### config.mk
export PLATFORM = sky130hd
export DESIGN_NAME = blink_cmd_rx_flat
export DESIGN_NICKNAME = d
export VERILOG_FILES = /design/src/rtl/blink_pkg.sv /design/src/rtl/blink_cmd_rx_if.sv /design/src/rtl/uart_rx.sv /design/src/rtl/blink_cmd_rx.sv /design/src/flat_wrapper.sv
export SDC_FILE = /design/constraint.sdc
export NUM_CORES = 1
export LEC_CHECK = 0
export CAP_MARGIN = 25
export CORE_MARGIN = 2
export CORE_UTILIZATION = 60
export DETAILED_ROUTE_END_ITERATION = 7
export GPL_TIMING_DRIVEN = 0
export PLACE_DENSITY = 0.87
export SYNTH_ARGS = -nofsm -noshare
export SYNTH_HDL_FRONTEND = slang
export SYNTH_SLANG_ARGS = --single-unit
### constraint.sdc
create_clock -name clk -period 7.05 [get_ports clk]
set_input_delay 1.0575 -clock clk [delete_from_list [all_inputs] [get_ports clk]]
set_output_delay 1.0575 -clock clk [all_outputs]
set_load 0.05 [all_outputs]
### src/rtl/blink_pkg.sv
// Shared constants and state encodings for the UART command receiver
// that configures the LED blinker.
package blink_pkg;

  localparam logic [7:0] OP_MASK = 8'h4D;
  localparam logic [7:0] OP_RATE = 8'h52;
  localparam logic [7:0] OP_EN   = 8'h45;

  typedef enum logic [0:0] {
    P_CMD,
    P_ARG
  } parse_state_e;

  typedef enum logic [1:0] {
    RX_IDLE,
    RX_START,
    RX_DATA,
    RX_STOP
  } rx_state_e;

  // Integer divide; the receiver needs at least 4 clocks per bit.
  function automatic int clksPerBit(input int clkFreq, input int baud);
    return clkFreq / baud;
  endfunction

  function automatic logic isOpcode(input logic [7:0] b);
    return (b == OP_MASK) || (b == OP_RATE) || (b == OP_EN);
  endfunction

endpackage

### src/rtl/blink_cmd_rx_if.sv
// Serial input plus the blinker configuration outputs of blink_cmd_rx.
// The slave side is the receiver; the master side is whoever drives rx.
interface blink_cmd_rx_if;
  logic        rx;
  logic [31:0] half_period;
  logic [7:0]  led_mask;
  logic        enable;
  logic        cmd_done;
  logic        cmd_err;

  modport master (
    output rx,
    input  half_period, led_mask, enable, cmd_done, cmd_err
  );

  modport slave (
    input  rx,
    output half_period, led_mask, enable, cmd_done, cmd_err
  );
endinterface

### src/rtl/uart_rx.sv
// 8N1 UART receiver: two-flop synchroniser, falling-edge start detect,
// mid-bit sampling, registered byte/valid/framing-error outputs.
module uart_rx
  import blink_pkg::*;
#(
  parameter int CLKS_PER_BIT = 10
) (
  input  logic       clk,
  input  logic       rst,
  input  logic       rx_i,
  output logic [7:0] rxByte_o,
  output logic       byteValid_o,
  output logic       frameErr_o
);

  localparam int CntW = $clog2(CLKS_PER_BIT);
  localparam logic [CntW-1:0] BitMax  = CntW'(CLKS_PER_BIT - 1);
  localparam logic [CntW-1:0] HalfMax = CntW'(CLKS_PER_BIT / 2 - 1);

  rx_state_e       state_q;
  logic            rxMeta_q;
  logic            rxSync_q;
  logic            rxPrev_q;
  logic [CntW-1:0] cnt_q;
  logic [2:0]      bitIdx_q;
  logic [7:0]      shift_q;
  logic            byteValid_q;
  logic            frameErr_q;

  always_ff @(posedge clk) begin
    if (rst) begin
      rxMeta_q    <= 1'b1;
      rxSync_q    <= 1'b1;
      rxPrev_q    <= 1'b1;
      state_q     <= RX_IDLE;
      cnt_q       <= '0;
      bitIdx_q    <= '0;
      shift_q     <= '0;
      byteValid_q <= 1'b0;
      frameErr_q  <= 1'b0;
    end else begin
      rxMeta_q    <= rx_i;
      rxSync_q    <= rxMeta_q;
      rxPrev_q    <= rxSync_q;
      byteValid_q <= 1'b0;
      frameErr_q  <= 1'b0;
      case (state_q)
        RX_IDLE: begin
          // Only a genuine 1->0 transition starts a frame, never a held-low line.
          if (rxPrev_q && !rxSync_q) begin
            state_q <= RX_START;
            cnt_q   <= '0;
          end
        end
        RX_START: begin
          if (cnt_q == HalfMax) begin
            cnt_q    <= '0;
            bitIdx_q <= '0;
            state_q  <= rxSync_q ? RX_IDLE : RX_DATA;
          end else begin
            cnt_q <= cnt_q + CntW'(1);
          end
        end
        RX_DATA: begin
          if (cnt_q == BitMax) begin
            cnt_q    <= '0;
            shift_q  <= {rxSync_q, shift_q[7:1]};
            bitIdx_q <= bitIdx_q + 3'd1;
            if (bitIdx_q == 3'd7) state_q <= RX_STOP;
          end else begin
            cnt_q <= cnt_q + CntW'(1);
          end
        end
        RX_STOP: begin
          if (cnt_q == BitMax) begin
            cnt_q   <= '0;
            state_q <= RX_IDLE;
            if (rxSync_q) byteValid_q <= 1'b1;
            else          frameErr_q  <= 1'b1;
          end else begin
            cnt_q <= cnt_q + CntW'(1);
          end
        end
        default: state_q <= RX_IDLE;
      endcase
    end
  end

  assign rxByte_o    = shift_q;
  assign byteValid_o = byteValid_q;
  assign frameErr_o  = frameErr_q;

endmodule

### src/rtl/blink_cmd_rx.sv
// Decodes two-byte UART commands (opcode, argument) into the blinker's
// rate, LED mask and run/stop registers.
module blink_cmd_rx
  import blink_pkg::*;
#(
  parameter int CLK_FREQ     = 25_000_000,
  parameter int BAUD         = 115_200,
  parameter int TIMEOUT_CLKS = CLK_FREQ / 100
) (
  input logic           clk,
  input logic           rst,
  blink_cmd_rx_if.slave bus
);

  localparam logic [31:0] HalfPeriodRst = 32'(CLK_FREQ / 4);
  localparam logic [31:0] RateUnit      = 32'(CLK_FREQ / 100);
  localparam logic [31:0] TimeoutMax    = 32'(TIMEOUT_CLKS);

  logic [7:0] rxByte;
  logic       byteValid;
  logic       frameErr;

  uart_rx #(
    .CLKS_PER_BIT(clksPerBit(CLK_FREQ, BAUD))
  ) u_uart_rx (
    .clk        (clk),
    .rst        (rst),
    .rx_i       (bus.rx),
    .rxByte_o   (rxByte),
    .byteValid_o(byteValid),
    .frameErr_o (frameErr)
  );

  parse_state_e state_q;
  logic [7:0]   opcode_q;
  logic [31:0]  timeout_q;
  logic [31:0]  halfPeriod_q;
  logic [7:0]   ledMask_q;
  logic         enable_q;
  logic         cmdDone_q;
  logic         cmdErr_q;

  always_ff @(posedge clk) begin
    if (rst) begin
      state_q      <= P_CMD;
      opcode_q     <= '0;
      timeout_q    <= '0;
      halfPeriod_q <= HalfPeriodRst;
      ledMask_q    <= 8'hFF;
      enable_q     <= 1'b1;
      cmdDone_q    <= 1'b0;
      cmdErr_q     <= 1'b0;
    end else begin
      cmdDone_q <= 1'b0;
      cmdErr_q  <= 1'b0;
      if (frameErr) begin
        cmdErr_q <= 1'b1;
        state_q  <= P_CMD;
      end else begin
        case (state_q)
          P_CMD: begin
            if (byteValid) begin
              if (isOpcode(rxByte)) begin
                opcode_q  <= rxByte;
                timeout_q <= '0;
                state_q   <= P_ARG;
              end else begin
                cmdErr_q <= 1'b1;
              end
            end
          end
          P_ARG: begin
            // An arriving byte outranks a timeout expiring in the same cycle.
            if (byteValid) begin
              case (opcode_q)
                OP_MASK: ledMask_q    <= rxByte;
                OP_RATE: halfPeriod_q <= ({24'd0, rxByte} + 32'd1) * RateUnit;
                OP_EN:   enable_q     <= rxByte[0];
                default: ;
              endcase
              cmdDone_q <= 1'b1;
              state_q   <= P_CMD;
            end else if (timeout_q == TimeoutMax) begin
              cmdErr_q <= 1'b1;
              state_q  <= P_CMD;
            end else begin
              timeout_q <= timeout_q + 32'd1;
            end
          end
          default: state_q <= P_CMD;
        endcase
      end
    end
  end

  assign bus.half_period = halfPeriod_q;
  assign bus.led_mask    = ledMask_q;
  assign bus.enable      = enable_q;
  assign bus.cmd_done    = cmdDone_q;
  assign bus.cmd_err     = cmdErr_q;

endmodule

### src/flat_wrapper.sv
// flat-port wrapper written by rule: the top's interface ports become plain ports
module blink_cmd_rx_flat import blink_pkg::*;
#(
  parameter int CLK_FREQ     = 25_000_000,
  parameter int BAUD         = 115_200,
  parameter int TIMEOUT_CLKS = CLK_FREQ / 100
)
  (clk, rst, bus_rx, bus_half_period, bus_led_mask, bus_enable, bus_cmd_done, bus_cmd_err);
  blink_cmd_rx_if bus_i ();
  input logic clk;
  input logic rst;
  input wire logic [$bits(bus_i.rx)-1:0] bus_rx;
  output wire logic [$bits(bus_i.half_period)-1:0] bus_half_period;
  output wire logic [$bits(bus_i.led_mask)-1:0] bus_led_mask;
  output wire logic [$bits(bus_i.enable)-1:0] bus_enable;
  output wire logic [$bits(bus_i.cmd_done)-1:0] bus_cmd_done;
  output wire logic [$bits(bus_i.cmd_err)-1:0] bus_cmd_err;
  assign bus_i.rx = bus_rx;
  assign bus_half_period = bus_i.half_period;
  assign bus_led_mask = bus_i.led_mask;
  assign bus_enable = bus_i.enable;
  assign bus_cmd_done = bus_i.cmd_done;
  assign bus_cmd_err = bus_i.cmd_err;
  blink_cmd_rx #(.CLK_FREQ(CLK_FREQ), .BAUD(BAUD), .TIMEOUT_CLKS(TIMEOUT_CLKS)) u_core (.clk(clk), .rst(rst), .bus(bus_i));
endmodule
* Word-level counts from Yosys, hierarchy flattened *
Index checks and enable logic that the tools add are counted.

storage, ports and cells
  bits in registers = 106
  input port bits = 3
  output and inout port bits = 43

operators by class
  $add $sub $neg = 4
  multiply operators = 1
  equality and inequality tests = 22
  muxes and demuxes = 33
  bitwise gates (word level) = 4
  reductions and logical operators = 18

operators by type and width
  kind                      number
  $mux W32                  4
  $pmux W32 S2              1
  $eq A8 B7 Y1 const B      7
  $add A32 B1 Y32 const B   1
  $eq A32 B18 Y1 const B    1
  $mul A32 B14 Y28 const B  1
  $mux W8                   3
  $pmux W8 S3               1
  $ne A2 B2 Y1 const B      8
  $reduce_and A4 Y1         4
  $mux W1                   12
  $mux W2                   6
  $reduce_and A5 Y1         2
  $add A8 B1 Y9 const B     1
  $add A8 B1 Y8 const B     1
  $eq A8 B8 Y1 const B      1
  $pmux W2 S4               1
  $mux W3                   2
  $pmux W3 S2               1
  $reduce_or A3 Y1          2
  $eq A2 B2 Y1 const B      2
  $not A1 Y1                4
  $pmux W1 S2               2
  $reduce_or A2 Y1          2
  11 further kinds          12

* Logic depth before layout (Yosys ltp) *
  word-level depth = 7
  mapped depth = 20
  mapped depth without buffers = 18

* By module *
Synthesis repeated with hierarchy kept, for this count alone.

unflattened totals
  cell total of the unflattened synthesis = 726
  area, all modules = 6,416.2 um2

modules (own cells, without submodules)
  module        instances  cells an instance  area each (um2)  sequential area each (um2)
  blink_cmd_rx  1          593                5,236.3          1,501.4
  uart_rx       1          133                1,179.9          520.5

* Worst setup path after synthesis *
OpenSTA, ideal clock, no wires.

  kind = register to register
  start = reg u_core.u_uart_rx.shift_q[0] (netlist: u_core.u_uart_rx.rxByte_o[0])
  end = reg u_core.halfPeriod_q[27] (netlist: u_core.bus.half_period[27])
  arrival = 4,795 ps
  required time = 6,918 ps
  setup slack = 2,123 ps
  stages on the path, launching flop included = 18
  buffers on the path = 2
  cells stage by stage = dfxtp_1 -> clkbuf_1 -> nand2_1 -> nor2_1 -> xor2_1 -> fa_1 -> ha_1 -> fa_1 -> inv_1 -> fa_1 -> inv_1 -> ha_1 -> clkbuf_1 -> a21oi_1 -> o21ai_0 -> a21oi_1 -> o2111ai_1 -> or3b_2

on the way
  cells in the longest elaborated chain, start to end = 2

ends and longest elaborated chain
  element                 line                RTL
  start, declared         uart_rx.sv:26       logic [7:0] shift_q;
  start signal, assigned  uart_rx.sv:67       shift_q <= {rxSync_q, shift_q[7:1]};
  $add A8 B1 Y9           blink_cmd_rx.sv:77  OP_RATE: halfPeriod_q <= ({24'd0, rxByte} + 32'd1) * RateUnit;
  $mul A32 B14 Y28        blink_cmd_rx.sv:77
  end signal, assigned    blink_cmd_rx.sv:48  halfPeriod_q <= HalfPeriodRst;
  end signal, assigned    blink_cmd_rx.sv:77
  end, declared           blink_cmd_rx.sv:37  logic [31:0] halfPeriod_q;

Every way passes these cells.
A chain may end at the register's enable or synchronous reset.

* Worst setup path in the final report *
Ends and elaborated chain as after synthesis.

==> qor.csv <==
metric;value;unit
Async SR Flop Fraction;0;%
Yosys reg bits;103;
die extent in x;109;um
maximum vdd drop;0.0973;mV
critical setup path kind;reg2reg;
slowest cell delay on critical path;0.65;ns
Clock Pin Slew Worst Setup and Hold Paths;0.11;ns
Yosys cell types;65;
min-delay worst type;reg2reg;
top-count cell post-synth;dfxtp_1;
CP Data Arrival Time;6.34;ns
Worst R2R Path Depth;17;
# fillers;813;
wire length per cell;16.6;um
combinational family with the most area after synthesis;simple AND/OR/NAND/NOR gates;
fmax;164;MHz
area growth from synthesis to layout;11.9;%
CP dominant cell by count;fa_1;
drc violations;0;
grt total ovfl;0;
Post-Synth Adder-Cell Area;19.2;%
Synth top cells by count;dfxtp_1, nand2_1, nor2_1;
CP Capture Type;flop;
final WL;16200;um
Tcrit/Tclk final;86.3;%
beginning of the worst register-to-register path;u_core.u_uart_rx.rxByte_o[0];
Clock power frac;37.9;%
met3 Use GR;5.26;%
Max-slew headroom;36.9;%
Synth top area share;31.3;%
Worst-Margin Slew;0.940;ns
Starting Density;61.1;%
Setup violations, final;0;
ANT cells;0;
Resize count post-CTS;0;
Cell Area, Synth;0.00660;mm^2
Reg2Reg Capture Point;u_core.bus.half_period[27];
Hold Path Sink;u_core.u_uart_rx.rxSync_q;
Seq/Total Area, Yosys;31.3;%
met2 Resource Use GR;46.9;%
Setup Skew;0.0193;ns
Vias/cell;5.95;
number of port buffers;38;
min-delay src;u_core.u_uart_rx.rxMeta_q;
clk sinks;103;
status;completed;
Die Y;109;um
Ys Warns;0;
hold path depth;1;
compound-gate portion of the synthesized area;12.4;%
Root Driver;clkbuf_8;
total I/O pin count;46;
Post-Synth XOR/XNOR Area;5.44;%
CP startpoint kind;flop;
hpwl dp;12200;um
met1 usage;35.7;%
placer congestion estimate;0.976;
first-pass GRT wire length;26200;um
Logic pwr share;5.4;%
TritonRoute pass-1 iters;5;
WP data required;7.31;ns
total CTS buffers;9;
CP max stage cell;xor2_1;
setup_tns;0;ns
Routed Antenna Nets;0;
Setup Fix Bufs, Post-CTS;0;
crit-path leading delay family;adder cells;
1st-iter DRT viols;577;
worst-path cell chain;clkbuf_1, nand2_1, nor2_1, xor2_1, fa_1, ha_1, fa_1, inv_1, fa_1, inv_1, ha_1, clkbuf_1, a21oi_1, o21ai_0, a21oi_1, o2111ai_1, or3b_2;
die area;0.0118;mm^2
Flop pwr share;56.7;%
CTS tree;built;
Max clock buf depth;2;
Pint;773;uW
Mapped Cells;772;
initial antenna violation count;0;
Max-Cap Viols;0;
Crit Path Max Fanout;9;
Main synth FF type;dfxtp_1;
EDFF count, synth;0;
mean post-synth cell area;8.54;um^2
max-slew violation count;0;
switching share of power;25.6;%
multiplexer share of the synthesized area;3.36;%
via count;5784;
Synth area leader;dfxtp_1;
leakage power;0.00313;uW
Layout Utilization;68.4;%
row count;38;
H-tree levels;3;
final hold violations;0;
cell area power density;141;mW/mm^2
largest net degree at the start of global routing;20;
cts hold-fix bufs;0;
area of all placed cells without fillers;0.00738;mm^2
Tot GR Track Use;28.4;%
Hold Slack;0.444;ns
top post-synthesis cells by area;dfxtp_1, ha_1, fa_1, nand2_1, nor2_1;
vias in the first global route;5553;
CP bufs+invs;4;
nets;919;
placed cell area;0.00717;mm^2
fin crit period;6.08;ns
worst skew pair latency;0.38;ns
RSZ-0062 raised after global routing;false;
FF-to-FF setup slack;0.97;ns
layout cells sized above 1;6.01;%
core outline area;0.0108;mm^2
GRT busiest layer;met2;
switching pwr;266;uW
simple logic cell fraction of the synthesized area;22.2;%
-- layer usage --
layer  wire, um  share of wire, %
met1       7010                43
met2       7580                47
met3        973               6.0
met4        597               3.7
met5          0                 0
-- sequential cells by signal (all words and copies together) (netlist names), named ones only --
| signal | cells |
|---|---|
| u_core.u_uart_rx.rxSync_q | 1 |
| u_core.bus.cmd_err | 1 |
| u_core.u_uart_rx.bitIdx_q | 3 |
| u_core.opcode_q | 8 |
| u_core.u_uart_rx.rxMeta_q | 1 |
| u_core.bus.led_mask | 8 |
| u_core.u_uart_rx.byteValid_o | 1 |
| u_core.bus.half_period | 25 |
| u_core.bus.enable | 1 |
| u_core.bus.cmd_done | 1 |
| u_core.u_uart_rx.cnt_q | 8 |
| u_core.u_uart_rx.frameErr_o | 1 |
| u_core.state_q | 1 |
| u_core.u_uart_rx.rxByte_o | 8 |
| u_core.timeout_q | 32 |
| u_core.u_uart_rx.rxPrev_q | 1 |
| u_core.u_uart_rx.state_q | 1 |
-- worst register-to-register path: cells and delay by family (launching register included) --
kind / cells / cell delay [ns]
AO/OA/AOI/OAI: 4 / 0.91
XOR/XNOR: 1 / 0.65
adder cells (fa/ha/maj): 5 / 2.21
buffers and inverters: 4 / 0.89
flip-flops: 1 / 0.48
AND/OR/NAND/NOR: 3 / 0.83
-- layout by cell type, fill, tap and decap left out, types with 4 or more instances in the layout --
cell type        Yosys  layout
or3_1                7       7
and3_1               8       8
o211ai_1            14      14
clkbuf_8             0       9
nand2_1             80      80
nand4_1             19      19
buf_4                7       7
inv_1               61      61
xnor2_1             26      26
fa_1                20      20
dfxtp_1            103     103
xor2_1              15      15
nor4_1               9       9
buf_2                5       5
nor2b_1              5       5
conb_1               1       7
a21oi_1             43      43
clkbuf_1            23      23
nor3_1              15      15
nand3_1             31      31
and2_1               4       4
a211oi_1             6       6
clkdlybuf4s50_1      0      38
o21ai_0             21      21
nor2_1              78      78
nor4b_1              4       4
o31ai_1              4       4
mux2i_1             21      21
ha_1                69      69
nand2b_1             4       4
or2_2                6       6
a21o_1               5       5
o21a_1               4       4
-- logic make-up (layout without fill, tap and decap cells) --
| family | count (synthesis) | after routing |
|---|---|---|
| AND/OR/NAND/NOR | 293 | 293 |
| AO/OA/AOI/OAI | 124 | 124 |
| flip-flops | 103 | 103 |
| buffers and inverters | 99 | 153 |
| adder cells (fa/ha/maj) | 89 | 89 |
| XOR/XNOR | 41 | 41 |
| multiplexers | 22 | 22 |
| other | 1 | 7 |
-- stage by stage --
step | setup slack (ns) | std cells | total power [uW]
final | 0.967 | 972 | 1040
after global routing | 0.631 | 972 | 1070
after CTS | 1.11 | 972 | 1040
after detailed placement | 1.14 | 956 | 658
after global placement | 1.24 | 956 | 655
after floorplan | 2.12 | 778 | 645
-- power by group through the flow --
stage	Combinational [uW]	Sequential (uW)	Clock, uW
floorplan	42.5	602	0
CTS	55.7	590	396
global placement	52.9	603	0
finish	56.2	590	393
global route	60.5	591	415
detailed placement	54.7	603	0
-- how the worst max path moves through the flow --
stage	slack, ns	startpoint	cells after the start	end
after floorplan	2.12	u_core.u_uart_rx.rxByte_o[0]	17	u_core.bus.half_period[27]
after global placement	1.24	u_core.u_uart_rx.rxByte_o[0]	17	u_core.bus.half_period[27]
after detailed placement	1.14	u_core.u_uart_rx.rxByte_o[0]	17	u_core.bus.half_period[27]
after CTS	1.11	u_core.u_uart_rx.rxByte_o[0]	17	u_core.bus.half_period[27]
after global routing	0.63	u_core.u_uart_rx.rxByte_o[0]	17	u_core.bus.half_period[27]
final	0.97	u_core.u_uart_rx.rxByte_o[0]	17	u_core.bus.half_period[27]
-- area by class of cell --
cell class	instances	area, um^2	area share, %
buffer	38	175	2.37
clock buffer	9	124	1.68
clock inverter	7	85.1	1.15
inverter	61	229	3.10
multi-input combinational	576	4150	56.2
sequential	103	2060	27.9
tap	140	175	2.37
timing repair buffer	38	380	5.15
Power figures use the tool's default switching activity.
